==> src/rtl/fp_mul_pkg.sv <==
// rtl/fp_mul_pkg.sv - shared operand classes, flag indices and format helpers for fp_mul_pipe
package fp_mul_pkg;

    typedef enum logic [2:0] {
        ZERO,
        NORMAL,
        INF,
        QNAN,
        SNAN
    } fp_class_e;

    localparam int FLAG_W         = 5;
    localparam int FLAG_INVALID   = 4;
    localparam int FLAG_OVERFLOW  = 3;
    localparam int FLAG_UNDERFLOW = 2;
    localparam int FLAG_INEXACT   = 1;
    localparam int FLAG_DENORM    = 0;

    function automatic int exp_bias(input int exp_w);
        return (1 << (exp_w - 1)) - 1;
    endfunction

    // Word is right-aligned in 64 bits; callers cast down to 1+EXP_W+MAN_W.
    function automatic logic [63:0] canon_qnan(input int exp_w, input int man_w);
        logic [63:0] r;
        r = ((64'd1 << exp_w) - 64'd1) << man_w;
        r = r | (64'd1 << (man_w - 1));
        return r;
    endfunction

endpackage

==> src/rtl/fp_mul_pipe_if.sv <==
// rtl/fp_mul_pipe_if.sv - operand/result handshake bundle for fp_mul_pipe
interface fp_mul_pipe_if #(
    parameter int EXP_W = 8,
    parameter int MAN_W = 23,
    parameter int TAG_W = 8
);
    localparam int W = 1 + EXP_W + MAN_W;

    logic             in_valid;
    logic             in_ready;
    logic [W-1:0]     a;
    logic [W-1:0]     b;
    logic [TAG_W-1:0] in_tag;
    logic             out_valid;
    logic             out_ready;
    logic [W-1:0]     prod;
    logic [TAG_W-1:0] out_tag;
    logic [4:0]       flags;

    modport master (
        output in_valid, a, b, in_tag, out_ready,
        input  in_ready, out_valid, prod, out_tag, flags
    );

    modport slave (
        input  in_valid, a, b, in_tag, out_ready,
        output in_ready, out_valid, prod, out_tag, flags
    );

endinterface

==> src/rtl/fp_mul_round.sv <==
// rtl/fp_mul_round.sv - combinational normalise, round-to-nearest-even and overflow/underflow pack
module fp_mul_round #(
    parameter int EXP_W = 8,
    parameter int MAN_W = 23
) (
    input  logic                     sign,
    input  logic signed [EXP_W+1:0]  exp_in,
    input  logic [2*MAN_W+1:0]       mprod,
    input  logic                     special,
    input  logic [EXP_W+MAN_W:0]     special_word,
    input  logic [4:0]               flags_in,
    output logic [EXP_W+MAN_W:0]     word,
    output logic [4:0]               flags
);
    import fp_mul_pkg::*;

    localparam int PW = 2 * MAN_W + 2;
    localparam int XW = EXP_W + 2;
    localparam logic signed [XW-1:0] ZERO_S = '0;
    localparam logic signed [XW-1:0] ONE_S  = XW'(1);
    localparam logic signed [XW-1:0] EMAX_S = XW'((1 << EXP_W) - 1);

    logic [PW-1:0]          pn;
    logic signed [XW-1:0]   exp_n;
    logic signed [XW-1:0]   exp_r;
    logic [MAN_W:0]         mant;
    logic [MAN_W+1:0]       mant_r;
    logic [MAN_W-1:0]       frac;
    logic                   g, r, s, up, inexact;

    always_comb begin
        // Product of two [1,2) mantissas lies in [1,4); align so the hidden bit is the MSB.
        pn      = mprod[PW-1] ? mprod : {mprod[PW-2:0], 1'b0};
        exp_n   = exp_in + (mprod[PW-1] ? ONE_S : ZERO_S);
        mant    = pn[PW-1 -: MAN_W+1];
        g       = pn[MAN_W];
        r       = pn[MAN_W-1];
        s       = |pn[MAN_W-2:0];
        inexact = g | r | s;
        up      = g & (r | s | mant[0]);
        mant_r  = {1'b0, mant} + {{(MAN_W+1){1'b0}}, up};
        exp_r   = exp_n + (mant_r[MAN_W+1] ? ONE_S : ZERO_S);
        // On carry-out the mantissa is exactly 10..0, so the shifted fraction is all zero.
        frac    = mant_r[MAN_W+1] ? mant_r[MAN_W:1] : mant_r[MAN_W-1:0];

        word  = {sign, exp_r[EXP_W-1:0], frac};
        flags = flags_in;
        if (special) begin
            word = special_word;
        end else if (exp_r >= EMAX_S) begin
            word                  = {sign, {EXP_W{1'b1}}, {MAN_W{1'b0}}};
            flags[FLAG_OVERFLOW]  = 1'b1;
            flags[FLAG_INEXACT]   = 1'b1;
        end else if (exp_r <= ZERO_S) begin
            word                  = {sign, {EXP_W{1'b0}}, {MAN_W{1'b0}}};
            flags[FLAG_UNDERFLOW] = 1'b1;
            flags[FLAG_INEXACT]   = 1'b1;
        end else begin
            flags[FLAG_INEXACT]   = inexact;
        end
    end

endmodule

==> src/rtl/fp_mul_pipe.sv <==
// rtl/fp_mul_pipe.sv - 3-stage IEEE-style multiplier with tag sideband; FP_MUL_PIPE_STICKY_FLAGS_EN adds sticky flags
module fp_mul_pipe #(
    parameter int EXP_W = 8,
    parameter int MAN_W = 23,
    parameter int TAG_W = 8
) (
    input  logic          clk,
    input  logic          rst,
    fp_mul_pipe_if.slave  bus
`ifdef FP_MUL_PIPE_STICKY_FLAGS_EN
    ,
    input  logic          flags_clr,
    output logic [4:0]    sticky_flags
`endif
);
    import fp_mul_pkg::*;

    localparam int W  = 1 + EXP_W + MAN_W;
    localparam int MW = MAN_W + 1;
    localparam int PW = 2 * MW;
    localparam int XW = EXP_W + 2;
    localparam logic signed [XW-1:0] BIAS_S = XW'(exp_bias(EXP_W));
    localparam logic [W-1:0]         QNAN_W = W'(canon_qnan(EXP_W, MAN_W));

    function automatic fp_class_e classify(input logic [EXP_W-1:0] e, input logic [MAN_W-1:0] m);
        if (e == '0) return ZERO;
        if (e != '1) return NORMAL;
        if (m == '0) return INF;
        return m[MAN_W-1] ? QNAN : SNAN;
    endfunction

    logic adv;

    logic                 s1_valid_q, s1_valid_d, s1_special_q, s1_special_d, s1_sign_q, s1_sign_d;
    logic [W-1:0]         s1_word_q, s1_word_d;
    logic [4:0]           s1_flags_q, s1_flags_d;
    logic signed [XW-1:0] s1_exp_q, s1_exp_d;
    logic [MW-1:0]        s1_ma_q, s1_ma_d, s1_mb_q, s1_mb_d;
    logic [TAG_W-1:0]     s1_tag_q, s1_tag_d;

    logic                 s2_valid_q, s2_valid_d, s2_special_q, s2_special_d, s2_sign_q, s2_sign_d;
    logic [W-1:0]         s2_word_q, s2_word_d;
    logic [4:0]           s2_flags_q, s2_flags_d;
    logic signed [XW-1:0] s2_exp_q, s2_exp_d;
    logic [PW-1:0]        s2_prod_q, s2_prod_d;
    logic [TAG_W-1:0]     s2_tag_q, s2_tag_d;

    logic                 s3_valid_q, s3_valid_d;
    logic [W-1:0]         s3_prod_q, s3_prod_d;
    logic [4:0]           s3_flags_q, s3_flags_d;
    logic [TAG_W-1:0]     s3_tag_q, s3_tag_d;

    logic [EXP_W-1:0]     a_exp, b_exp;
    logic [MAN_W-1:0]     a_man, b_man;
    fp_class_e            cls_a, cls_b;
    logic                 sign_x, special_x;
    logic [W-1:0]         word_x;
    logic [4:0]           flags_x;
    logic [W-1:0]         rnd_word;
    logic [4:0]           rnd_flags;

    assign a_exp  = bus.a[W-2 -: EXP_W];
    assign b_exp  = bus.b[W-2 -: EXP_W];
    assign a_man  = bus.a[MAN_W-1:0];
    assign b_man  = bus.b[MAN_W-1:0];
    assign cls_a  = classify(a_exp, a_man);
    assign cls_b  = classify(b_exp, b_man);
    assign sign_x = bus.a[W-1] ^ bus.b[W-1];

    // S1 resolves every non-numeric outcome up front; S3 just forwards it.
    always_comb begin
        special_x            = 1'b1;
        word_x               = {sign_x, {EXP_W{1'b0}}, {MAN_W{1'b0}}};
        flags_x              = '0;
        flags_x[FLAG_DENORM] = (a_exp == '0 && a_man != '0) || (b_exp == '0 && b_man != '0);
        if (cls_a == QNAN || cls_a == SNAN || cls_b == QNAN || cls_b == SNAN) begin
            word_x                = QNAN_W;
            flags_x[FLAG_INVALID] = (cls_a == SNAN) || (cls_b == SNAN);
        end else if ((cls_a == INF && cls_b == ZERO) || (cls_a == ZERO && cls_b == INF)) begin
            word_x                = QNAN_W;
            flags_x[FLAG_INVALID] = 1'b1;
        end else if (cls_a == INF || cls_b == INF) begin
            word_x = {sign_x, {EXP_W{1'b1}}, {MAN_W{1'b0}}};
        end else if (cls_a == ZERO || cls_b == ZERO) begin
            word_x = {sign_x, {EXP_W{1'b0}}, {MAN_W{1'b0}}};
        end else begin
            special_x = 1'b0;
        end
    end

    assign adv = !s3_valid_q || bus.out_ready;

    always_comb begin
        s1_valid_d = s1_valid_q; s1_special_d = s1_special_q; s1_sign_d = s1_sign_q;
        s1_word_d  = s1_word_q;  s1_flags_d   = s1_flags_q;   s1_exp_d  = s1_exp_q;
        s1_ma_d    = s1_ma_q;    s1_mb_d      = s1_mb_q;      s1_tag_d  = s1_tag_q;
        s2_valid_d = s2_valid_q; s2_special_d = s2_special_q; s2_sign_d = s2_sign_q;
        s2_word_d  = s2_word_q;  s2_flags_d   = s2_flags_q;   s2_exp_d  = s2_exp_q;
        s2_prod_d  = s2_prod_q;  s2_tag_d     = s2_tag_q;
        s3_valid_d = s3_valid_q; s3_prod_d    = s3_prod_q;    s3_flags_d = s3_flags_q;
        s3_tag_d   = s3_tag_q;
        if (adv) begin
            s1_valid_d   = bus.in_valid;
            s1_special_d = special_x;
            s1_sign_d    = sign_x;
            s1_word_d    = word_x;
            s1_flags_d   = flags_x;
            s1_exp_d     = signed'({2'b00, a_exp}) + signed'({2'b00, b_exp}) - BIAS_S;
            s1_ma_d      = {1'b1, a_man};
            s1_mb_d      = {1'b1, b_man};
            s1_tag_d     = bus.in_tag;

            s2_valid_d   = s1_valid_q;
            s2_special_d = s1_special_q;
            s2_sign_d    = s1_sign_q;
            s2_word_d    = s1_word_q;
            s2_flags_d   = s1_flags_q;
            s2_exp_d     = s1_exp_q;
            s2_prod_d    = PW'(s1_ma_q) * PW'(s1_mb_q);
            s2_tag_d     = s1_tag_q;

            s3_valid_d   = s2_valid_q;
            s3_prod_d    = rnd_word;
            s3_flags_d   = rnd_flags;
            s3_tag_d     = s2_tag_q;
        end
    end

    always_ff @(posedge clk) begin
        if (rst) begin
            s1_valid_q <= 1'b0;
            s2_valid_q <= 1'b0;
            s3_valid_q <= 1'b0;
        end else begin
            s1_valid_q <= s1_valid_d;
            s2_valid_q <= s2_valid_d;
            s3_valid_q <= s3_valid_d;
        end
    end

    always_ff @(posedge clk) begin
        s1_special_q <= s1_special_d; s1_sign_q  <= s1_sign_d;  s1_word_q <= s1_word_d;
        s1_flags_q   <= s1_flags_d;   s1_exp_q   <= s1_exp_d;   s1_ma_q   <= s1_ma_d;
        s1_mb_q      <= s1_mb_d;      s1_tag_q   <= s1_tag_d;
        s2_special_q <= s2_special_d; s2_sign_q  <= s2_sign_d;  s2_word_q <= s2_word_d;
        s2_flags_q   <= s2_flags_d;   s2_exp_q   <= s2_exp_d;   s2_prod_q <= s2_prod_d;
        s2_tag_q     <= s2_tag_d;
        s3_prod_q    <= s3_prod_d;    s3_flags_q <= s3_flags_d; s3_tag_q  <= s3_tag_d;
    end

    fp_mul_round #(.EXP_W(EXP_W), .MAN_W(MAN_W)) u_round (
        .sign         (s2_sign_q),
        .exp_in       (s2_exp_q),
        .mprod        (s2_prod_q),
        .special      (s2_special_q),
        .special_word (s2_word_q),
        .flags_in     (s2_flags_q),
        .word         (rnd_word),
        .flags        (rnd_flags)
    );

    assign bus.in_ready  = adv;
    assign bus.out_valid = s3_valid_q;
    assign bus.prod      = s3_prod_q;
    assign bus.out_tag   = s3_tag_q;
    assign bus.flags     = s3_flags_q;

`ifdef FP_MUL_PIPE_STICKY_FLAGS_EN
    logic [4:0] sticky_q, sticky_d;

    // A clear in the same cycle as a transfer drops that transfer's flags.
    always_comb begin
        sticky_d = sticky_q;
        if (flags_clr)
            sticky_d = '0;
        else if (s3_valid_q && bus.out_ready)
            sticky_d = sticky_q | s3_flags_q;
    end

    always_ff @(posedge clk) begin
        if (rst) sticky_q <= '0;
        else     sticky_q <= sticky_d;
    end

    assign sticky_flags = sticky_q;
`endif

endmodule

==> src/flat_wrapper.sv <==
// flat-port wrapper written by rule: the top's interface ports become plain ports
module fp_mul_pipe_flat import fp_mul_pkg::*;
#(
    parameter int EXP_W = 8,
    parameter int MAN_W = 23,
    parameter int TAG_W = 8
)
  (clk, rst, bus_in_valid, bus_a, bus_b, bus_in_tag, bus_out_ready, bus_in_ready, bus_out_valid, bus_prod, bus_out_tag, bus_flags);
  fp_mul_pipe_if #(.EXP_W(EXP_W), .MAN_W(MAN_W), .TAG_W(TAG_W)) bus_i ();
  input  logic clk;
  input  logic rst;
  input wire logic [$bits(bus_i.in_valid)-1:0] bus_in_valid;
  input wire logic [$bits(bus_i.a)-1:0] bus_a;
  input wire logic [$bits(bus_i.b)-1:0] bus_b;
  input wire logic [$bits(bus_i.in_tag)-1:0] bus_in_tag;
  input wire logic [$bits(bus_i.out_ready)-1:0] bus_out_ready;
  output wire logic [$bits(bus_i.in_ready)-1:0] bus_in_ready;
  output wire logic [$bits(bus_i.out_valid)-1:0] bus_out_valid;
  output wire logic [$bits(bus_i.prod)-1:0] bus_prod;
  output wire logic [$bits(bus_i.out_tag)-1:0] bus_out_tag;
  output wire logic [$bits(bus_i.flags)-1:0] bus_flags;
  assign bus_i.in_valid = bus_in_valid;
  assign bus_i.a = bus_a;
  assign bus_i.b = bus_b;
  assign bus_i.in_tag = bus_in_tag;
  assign bus_i.out_ready = bus_out_ready;
  assign bus_in_ready = bus_i.in_ready;
  assign bus_out_valid = bus_i.out_valid;
  assign bus_prod = bus_i.prod;
  assign bus_out_tag = bus_i.out_tag;
  assign bus_flags = bus_i.flags;
  fp_mul_pipe #(.EXP_W(EXP_W), .MAN_W(MAN_W), .TAG_W(TAG_W)) u_core (.clk(clk), .rst(rst), .bus(bus_i));
endmodule
==> config.mk <==
export PLATFORM = sky130hd
export DESIGN_NAME = fp_mul_pipe_flat
export DESIGN_NICKNAME = d
export VERILOG_FILES = /design/src/rtl/fp_mul_pkg.sv /design/src/rtl/fp_mul_pipe_if.sv /design/src/rtl/fp_mul_round.sv /design/src/rtl/fp_mul_pipe.sv /design/src/flat_wrapper.sv
export SDC_FILE = /design/constraint.sdc
export NUM_CORES = 2
export LEC_CHECK = 0
export BUFFER_PORTS_ARGS = -buffer_cell sky130_fd_sc_hd__buf_2
export CORE_MARGIN = 3
export CORE_UTILIZATION = 44
export CTS_CLUSTER_DIAMETER = 40
export CTS_CLUSTER_SIZE = 30
export DETAILED_ROUTE_END_ITERATION = 16
export HOLD_SLACK_MARGIN = 0.1
export PLACE_DENSITY = 0.65
export SLEW_MARGIN = 20
export SYNTH_ARGS = -nofsm -noshare
export SYNTH_HDL_FRONTEND = slang
export SYNTH_SLANG_ARGS = --single-unit
==> constraint.sdc <==
create_clock -name clk -period 7.8 [get_ports clk]
set_input_delay 1.56 -clock clk [delete_from_list [all_inputs] [get_ports clk]]
set_output_delay 1.56 -clock clk [all_outputs]
set_load 0.02 [all_outputs]
---- Word level (Yosys, flattened, before mapping) ----
Index checks and enable logic that the tools add are counted.
operators by class
  $add $sub $neg .......................... 5
  $mul .................................... 1
  order comparisons ....................... 2
  equal/unequal tests ..................... 8
  mux-type cells .......................... 41
  bitwise logic cells ..................... 6
  reductions and logical operators ........ 26
operators with widths
  operator                 number
  $mux W31                 3
  $mul A24 B24 Y48         1
  $mux W48                 1
  $logic_not A23 Y1        2
  $reduce_bool A23 Y1      2
  $mux W3                  14
  $mux W32                 1
  $add A24 B1 Y25          1
  $mux W23                 1
  $reduce_or A22 Y1        1
  $mux W1                  21
  $add A10 B2 Y10          2
  $logic_not A8 Y1         2
  $ne A8 B8 Y1 const B     2
  $eq A3 B2 Y1 const B     4
  $ge A10 B9 Y1 const B    1
  $le A10 B1 Y1 const B    1
  $sub A10 B8 Y10 const B  1
  $add A8 B8 Y9            1
  $logic_or A1 B1 Y1       9
  $eq A3 B3 Y1 const B     2
  $logic_not A3 Y1         2
  $logic_and A1 B1 Y1      4
  $or A1 B1 Y1             4
  5 further kinds          6
storage, ports and cells
  flip-flop bits (word level) ............. 250
  input bits .............................. 76
  output and inout bits ................... 47
  logic and storage cells ................. 112

---- Longest topological paths before layout ----
  depth after elaboration ................. 13
  gate-level depth with buffers ........... 27
  gate-level depth less buffers ........... 25

---- Modules after synthesis ----
Synthesis repeated with hierarchy kept, for this count alone.
second synthesis, totals
  cells, all modules ...................... 2,778
  area total of the unflattened synthesis .. 27,541.4 um^2
by module, submodules not included
  module        instances  cells each  area an instance (um^2)  sequential area each (um^2)
  fp_mul_pipe   1          2,426       25,214.2                 5,735.5
  fp_mul_round  1          352         2,327.2                  0.0

---- Least setup slack after synthesis ----
OpenSTA, ideal clock, no wires.
  path kind ............................... input to output
  start point ............................. input bus_out_ready
  end point ............................... output bus_in_ready
  arrival time ............................ 5.427 ns
  required time ........................... 6.240 ns
  path slack .............................. 0.813 ns
  stages .................................. 2
  path buffers ............................ 0
  cell sequence ........................... nor2b_1 -> inv_1
on the way
  longest elaborated chain between the ends .. 1
RTL lines
  what                line                text
  start: declaration  flat_wrapper.sv:16  input wire logic [$bits(bus_i.out_ready)-1:0] bus_out_ready;
  $logic_or A1 B1 Y1  fp_mul_pipe.sv:91   assign adv = !s3_valid_q || bus.out_ready;
  end: declaration    flat_wrapper.sv:17  output wire logic [$bits(bus_i.in_ready)-1:0] bus_in_ready;
No other way between the ends.

---- Worst setup path after layout ----
  start point ............................. register u_core.s1_mb_q[11]
  end point ............................... register u_core.s2_prod_q[46], data pin
on the way
  longest elaborated chain between the ends .. 1
RTL lines
  what                      line                text
  start: declaration        fp_mul_pipe.sv:38   logic [MW-1:0] s1_ma_q, s1_ma_d, s1_mb_q, s1_mb_d;
  start signal: assignment  fp_mul_pipe.sv:144  s1_mb_q <= s1_mb_d; s1_tag_q <= s1_tag_d;
  $mul A24 B24 Y48          fp_mul_pipe.sv:119  s2_prod_d = PW'(s1_ma_q) * PW'(s1_mb_q);
  end signal: assignment    fp_mul_pipe.sv:146  s2_flags_q <= s2_flags_d; s2_exp_q <= s2_exp_d; s2_prod_q <= s2_prod_d;
  end: declaration          fp_mul_pipe.sv:45   logic [PW-1:0] s2_prod_q, s2_prod_d;
No other way between the ends.
A chain may end at the register's enable or synchronous reset.

==> tab_implementation.tex <==
\begin{tabular}{lr}
\hline
Metric & Value \\
\hline
\multicolumn{2}{l}{\textbf{Critical path}} \\
Last element of the critical path & u\_core.s2\_prod\_q[46] \\
Depth of the worst register-to-register path & 22 \\
Critical path endpoint category & flop \\
Worst setup path start & u\_core.s1\_mb\_q[11] \\
Signal arrival time at the worst endpoint & 7690 ps \\
Reg-to-reg critical path endpoint & u\_core.s2\_prod\_q[46] \\
Largest fanout on the critical path & 21 \\
Reg2Reg Launch Point & u\_core.s1\_mb\_q[11] \\
Worst reg2reg setup slack & 360 ps \\
Classification of the worst setup path & flop to flop \\
Crit path required time & 8050 ps \\
Kind of start point of the critical path & flop \\
\multicolumn{2}{l}{\textbf{Floorplanning}} \\
Floorplan die area & 0.06387 sq mm \\
Count of boundary I/O pins & 123 \\
Core footprint & 0.05958 sq mm \\
Starting density of the core & 44.96\% \\
Row count & 89 \\
Overall die width & 252.7 microns \\
Chip Height & 252.7 microns \\
\multicolumn{2}{l}{\textbf{Global route}} \\
Via count of the first global-routing pass & 19859 \\
Overall Global Routing Usage & 23.04\% \\
Maximum number of pins on one net before global-route repair & 75 \\
Global-route wire length before repair & 111.8 mm \\
Antenna violations before repair & 2 \\
Grt ovf & 0 \\
\multicolumn{2}{l}{\textbf{Placed design}} \\
Post-detail-place hpwl & 58.42 mm \\
IO buf count & 122 \\
RD Place Congestion & 0.9824 \\
\multicolumn{2}{l}{\textbf{Clock network}} \\
Clock buffer count from CTS & 17 \\
CTS tree & done \\
Number of buffers added to fix hold violations after cts & 0 \\
Clock-pin slew of the registers on the worst-case setup and hold paths & 80 ps \\
Bufs on Longest Clock Path & 2 \\
Clock Latency Late Sink & 520 ps \\
Clock root buffer & sky130\_fd\_sc\_hd\_\_clkbuf\_16 \\
Htree depth & 4 \\
Number of clock sinks & 192 \\
\multicolumn{2}{l}{\textbf{Synthesis}} \\
Most common cell in the synthesized netlist & sky130\_fd\_sc\_hd\_\_inv\_1 \\
Library cell occupying the most area in the post-synthesis netlist & sky130\_fd\_sc\_hd\_\_fa\_1 \\
Average cell area after synthesis & 9.931 sq um \\
Share of the yosys chip area belonging to registers & 21.41\% \\
Fraction of registers with async set or reset after synthesis & 0\% \\
Total nets after synthesis & 3442 \\
Cells after Synth & 2697 \\
Primary flip-flop cell chosen by synthesis mapping & sky130\_fd\_sc\_hd\_\_edfxtp\_1 \\
EDFF count, synth & 189 \\
Count of yosys warnings during synthesis & 0 \\
Number of distinct library cell variants in the gate-level netlist after synthesis & 66 \\
\#FFs+latches synth & 192 \\
Top post-synthesis cells by area & sky130\_fd\_sc\_hd\_\_fa\_1 (36\%), sky130\_fd\_sc\_hd\_\_edfxtp\_1 (21\%), sky130\_fd\_sc\_hd\_\_ha\_1 (8.6\%) \\
Share of Yosys cell area claimed by the top area cell type & 36.18\% \\
Post-synth design cell area & 0.02678 sq mm \\
Cell types with the highest counts after synthesis & sky130\_fd\_sc\_hd\_\_inv\_1 (596), sky130\_fd\_sc\_hd\_\_fa\_1 (484), sky130\_fd\_sc\_hd\_\_nand2\_1 (322) \\
\multicolumn{2}{l}{\textbf{Routing}} \\
Via Count & 18703 \\
DR DRC count & 0 \\
Number of routed nets with antenna violations & 0 \\
Drt first-iter violations & 1269 \\
Wire length reported by the detailed router & 70.48 mm \\
Final routed wire length divided by cell count & 19.54 microns \\
Initial DRT Pass Iterations & 5 \\
Number of vias per cell after detailed routing & 5.185 \\
\multicolumn{2}{l}{\textbf{Finish}} \\
Number of filler cells placed in the layout & 5509 \\
Ant. Diodes & 0 \\
Total number of nets in the final design & 3567 \\
Layout overhead on the synthesized area & 9.249\% \\
Layout cell share with drive strength beyond 1 & 9.739\% \\
\multicolumn{2}{l}{\textbf{STA}} \\
Least-Margin Pin Slew & 1013 ps \\
Final clock skew & 35.30 ps \\
Maximum operating frequency & 134.5 MHz \\
RSZ-0062 raised after global routing & no \\
Headroom to the max-slew limit & 32.44\% \\
Setup violators final & 0 \\
Final hold violation count & 0 \\
Post-layout minimum cycle time & 7437 ps \\
Max-slew violation count & 0 \\
Total Neg Setup Slack & 0 ps \\
Tcrit/Tclk final & 95.34\% \\
\multicolumn{2}{l}{\textbf{Worst hold path}} \\
Hold/Removal Path Class & flop to flop \\
\multicolumn{2}{l}{\textbf{Outcome}} \\
Status & completed \\
\multicolumn{2}{l}{\textbf{Job}} \\
Maximum capacitance violations & 0 \\
\hline
\end{tabular}
## metrics by stage
| step | std cells | util [%] | worst slack [ps] | hold slack (ps) | instance area, sq um |
|---|---|---|---|---|---|
| 2_1_floorplan | 2697 | - | 812.5 | 400.3 | 26780 |
| 3_3_place_gp | 3567 | 47.97 | 508.5 | 400.7 | 28580 |
| 3_5_place_dp | 3567 | 47.97 | 403.6 | 404.5 | 28580 |
| 4_1_cts | 3598 | 49.00 | 369.6 | 413.3 | 29190 |
| 5_1_grt | 3607 | 49.12 | 9.155 | 418.3 | 29260 |
| 6_report | 3607 | 49.12 | 363.4 | 417.4 | 29260 |
## how the worst min path moves through the flow
stage	from	endpoint	slack (ps)	cells after the start
after floorplan	u_core.s2_flags_q[0]	u_core.bus.flags[0]	400	0
after global placement	u_core.s1_word_q[31]	u_core.s2_word_q[31]	400	0
after detailed placement	u_core.s1_exp_q[1]	u_core.s2_exp_q[1]	400	0
after CTS	u_core.s1_exp_q[0]	u_core.s2_exp_q[0]	410	0
after global routing	u_core.s1_exp_q[0]	u_core.s2_exp_q[0]	420	0
final	u_core.s1_exp_q[8]	u_core.s2_exp_q[8]	420	0
## metal layers
layer	share of wire (%)	GRT usage [%]
met2	45	36.22
met5	0	0
met3	7.3	4.291
met1	44	32.14
met4	3.6	8.337
## repair_timing
action,4_1_cts,5_1_grt
setup buffers,0,9
gates resized for setup,0,0
endpoints found under the setup margin,0,2
## worst max-delay path: stages (launching register included)
cell,delay [ps]
sky130_fd_sc_hd__edfxtp_1,930
sky130_fd_sc_hd__nand2_1,150
sky130_fd_sc_hd__fa_1,510
sky130_fd_sc_hd__inv_1,60
sky130_fd_sc_hd__fa_1,540
sky130_fd_sc_hd__inv_1,60
sky130_fd_sc_hd__fa_1,500
sky130_fd_sc_hd__inv_1,60
sky130_fd_sc_hd__fa_1,560
sky130_fd_sc_hd__fa_1,440
sky130_fd_sc_hd__fa_1,510
sky130_fd_sc_hd__inv_1,60
sky130_fd_sc_hd__fa_1,530
sky130_fd_sc_hd__inv_1,60
sky130_fd_sc_hd__ha_1,370
sky130_fd_sc_hd__and2_1,230
sky130_fd_sc_hd__a221oi_1,380
sky130_fd_sc_hd__nand3_1,230
sky130_fd_sc_hd__a41oi_1,330
sky130_fd_sc_hd__o21ai_0,160
sky130_fd_sc_hd__a41oi_1,280
sky130_fd_sc_hd__a21oi_1,120
sky130_fd_sc_hd__xor2_1,150
## state kept, by name, indices dropped and copies added, names as in the netlist, 3 cells and up
register	flops
u_core.bus.out_tag	8
u_core.s1_mb_q	23
u_core.s2_exp_q	10
u_core.bus.flags	5
u_core.s2_word_q	3
u_core.s1_ma_q	23
u_core.s1_tag_q	8
u_core.s2_tag_q	8
u_core.bus.prod	32
u_core.s2_prod_q	48
u_core.s1_exp_q	10
u_core.s1_word_q	3
## cells in the final DEF, fill, tap and decap left out, drive strengths merged, types with 3 or more instances in the layout
cell / count
a211oi: 12
dfxtp: 3
mux2: 4
and3: 11
ha: 185
nor3: 14
a221oi: 3
fa: 484
clkinv: 8
o22ai: 4
inv: 604
a21boi: 3
a21oi: 82
xor2: 41
nand4b: 3
a31oi: 4
a41oi: 3
nand2: 323
edfxtp: 189
clkbuf: 17
nor4: 24
nand3: 41
a31o: 3
xnor2: 58
a21o: 32
nand2b: 6
o21a: 5
and2: 247
nor2: 90
o21ai: 35
mux2i: 14
nand4: 20
nor2b: 10
o21bai: 10
buf: 219
## area by class of cell
cell class	count	area (sq um)	share of cell area, %
multi-input combinational	1792	18350	62.69
sequential	192	5736	19.60
inverter	600	2260	7.722
timing repair buffer	219	1339	4.575
tap	773	967.2	3.305
clock buffer	17	425.4	1.454
clock inverter	14	190.2	0.6499
## kinds of logic (layout without fill, tap and decap cells)
logic type               after synthesis  in the layout  synth area share [%]
XOR/XNOR                              99             99                 3.237
AO/OA/AOI/OAI                        208            208                 4.896
AND/OR/NAND/NOR                      798            798                 14.85
flip-flops                           192            192                 21.41
buffers and inverters                713            850                 10.09
adder cells (fa/ha/maj)              669            669                 44.82
multiplexers                          18             18                0.6913
Power is left out: the tool's default activity adds up to more than one toggle a clock period on the data nets, which glitch-free logic cannot reach.
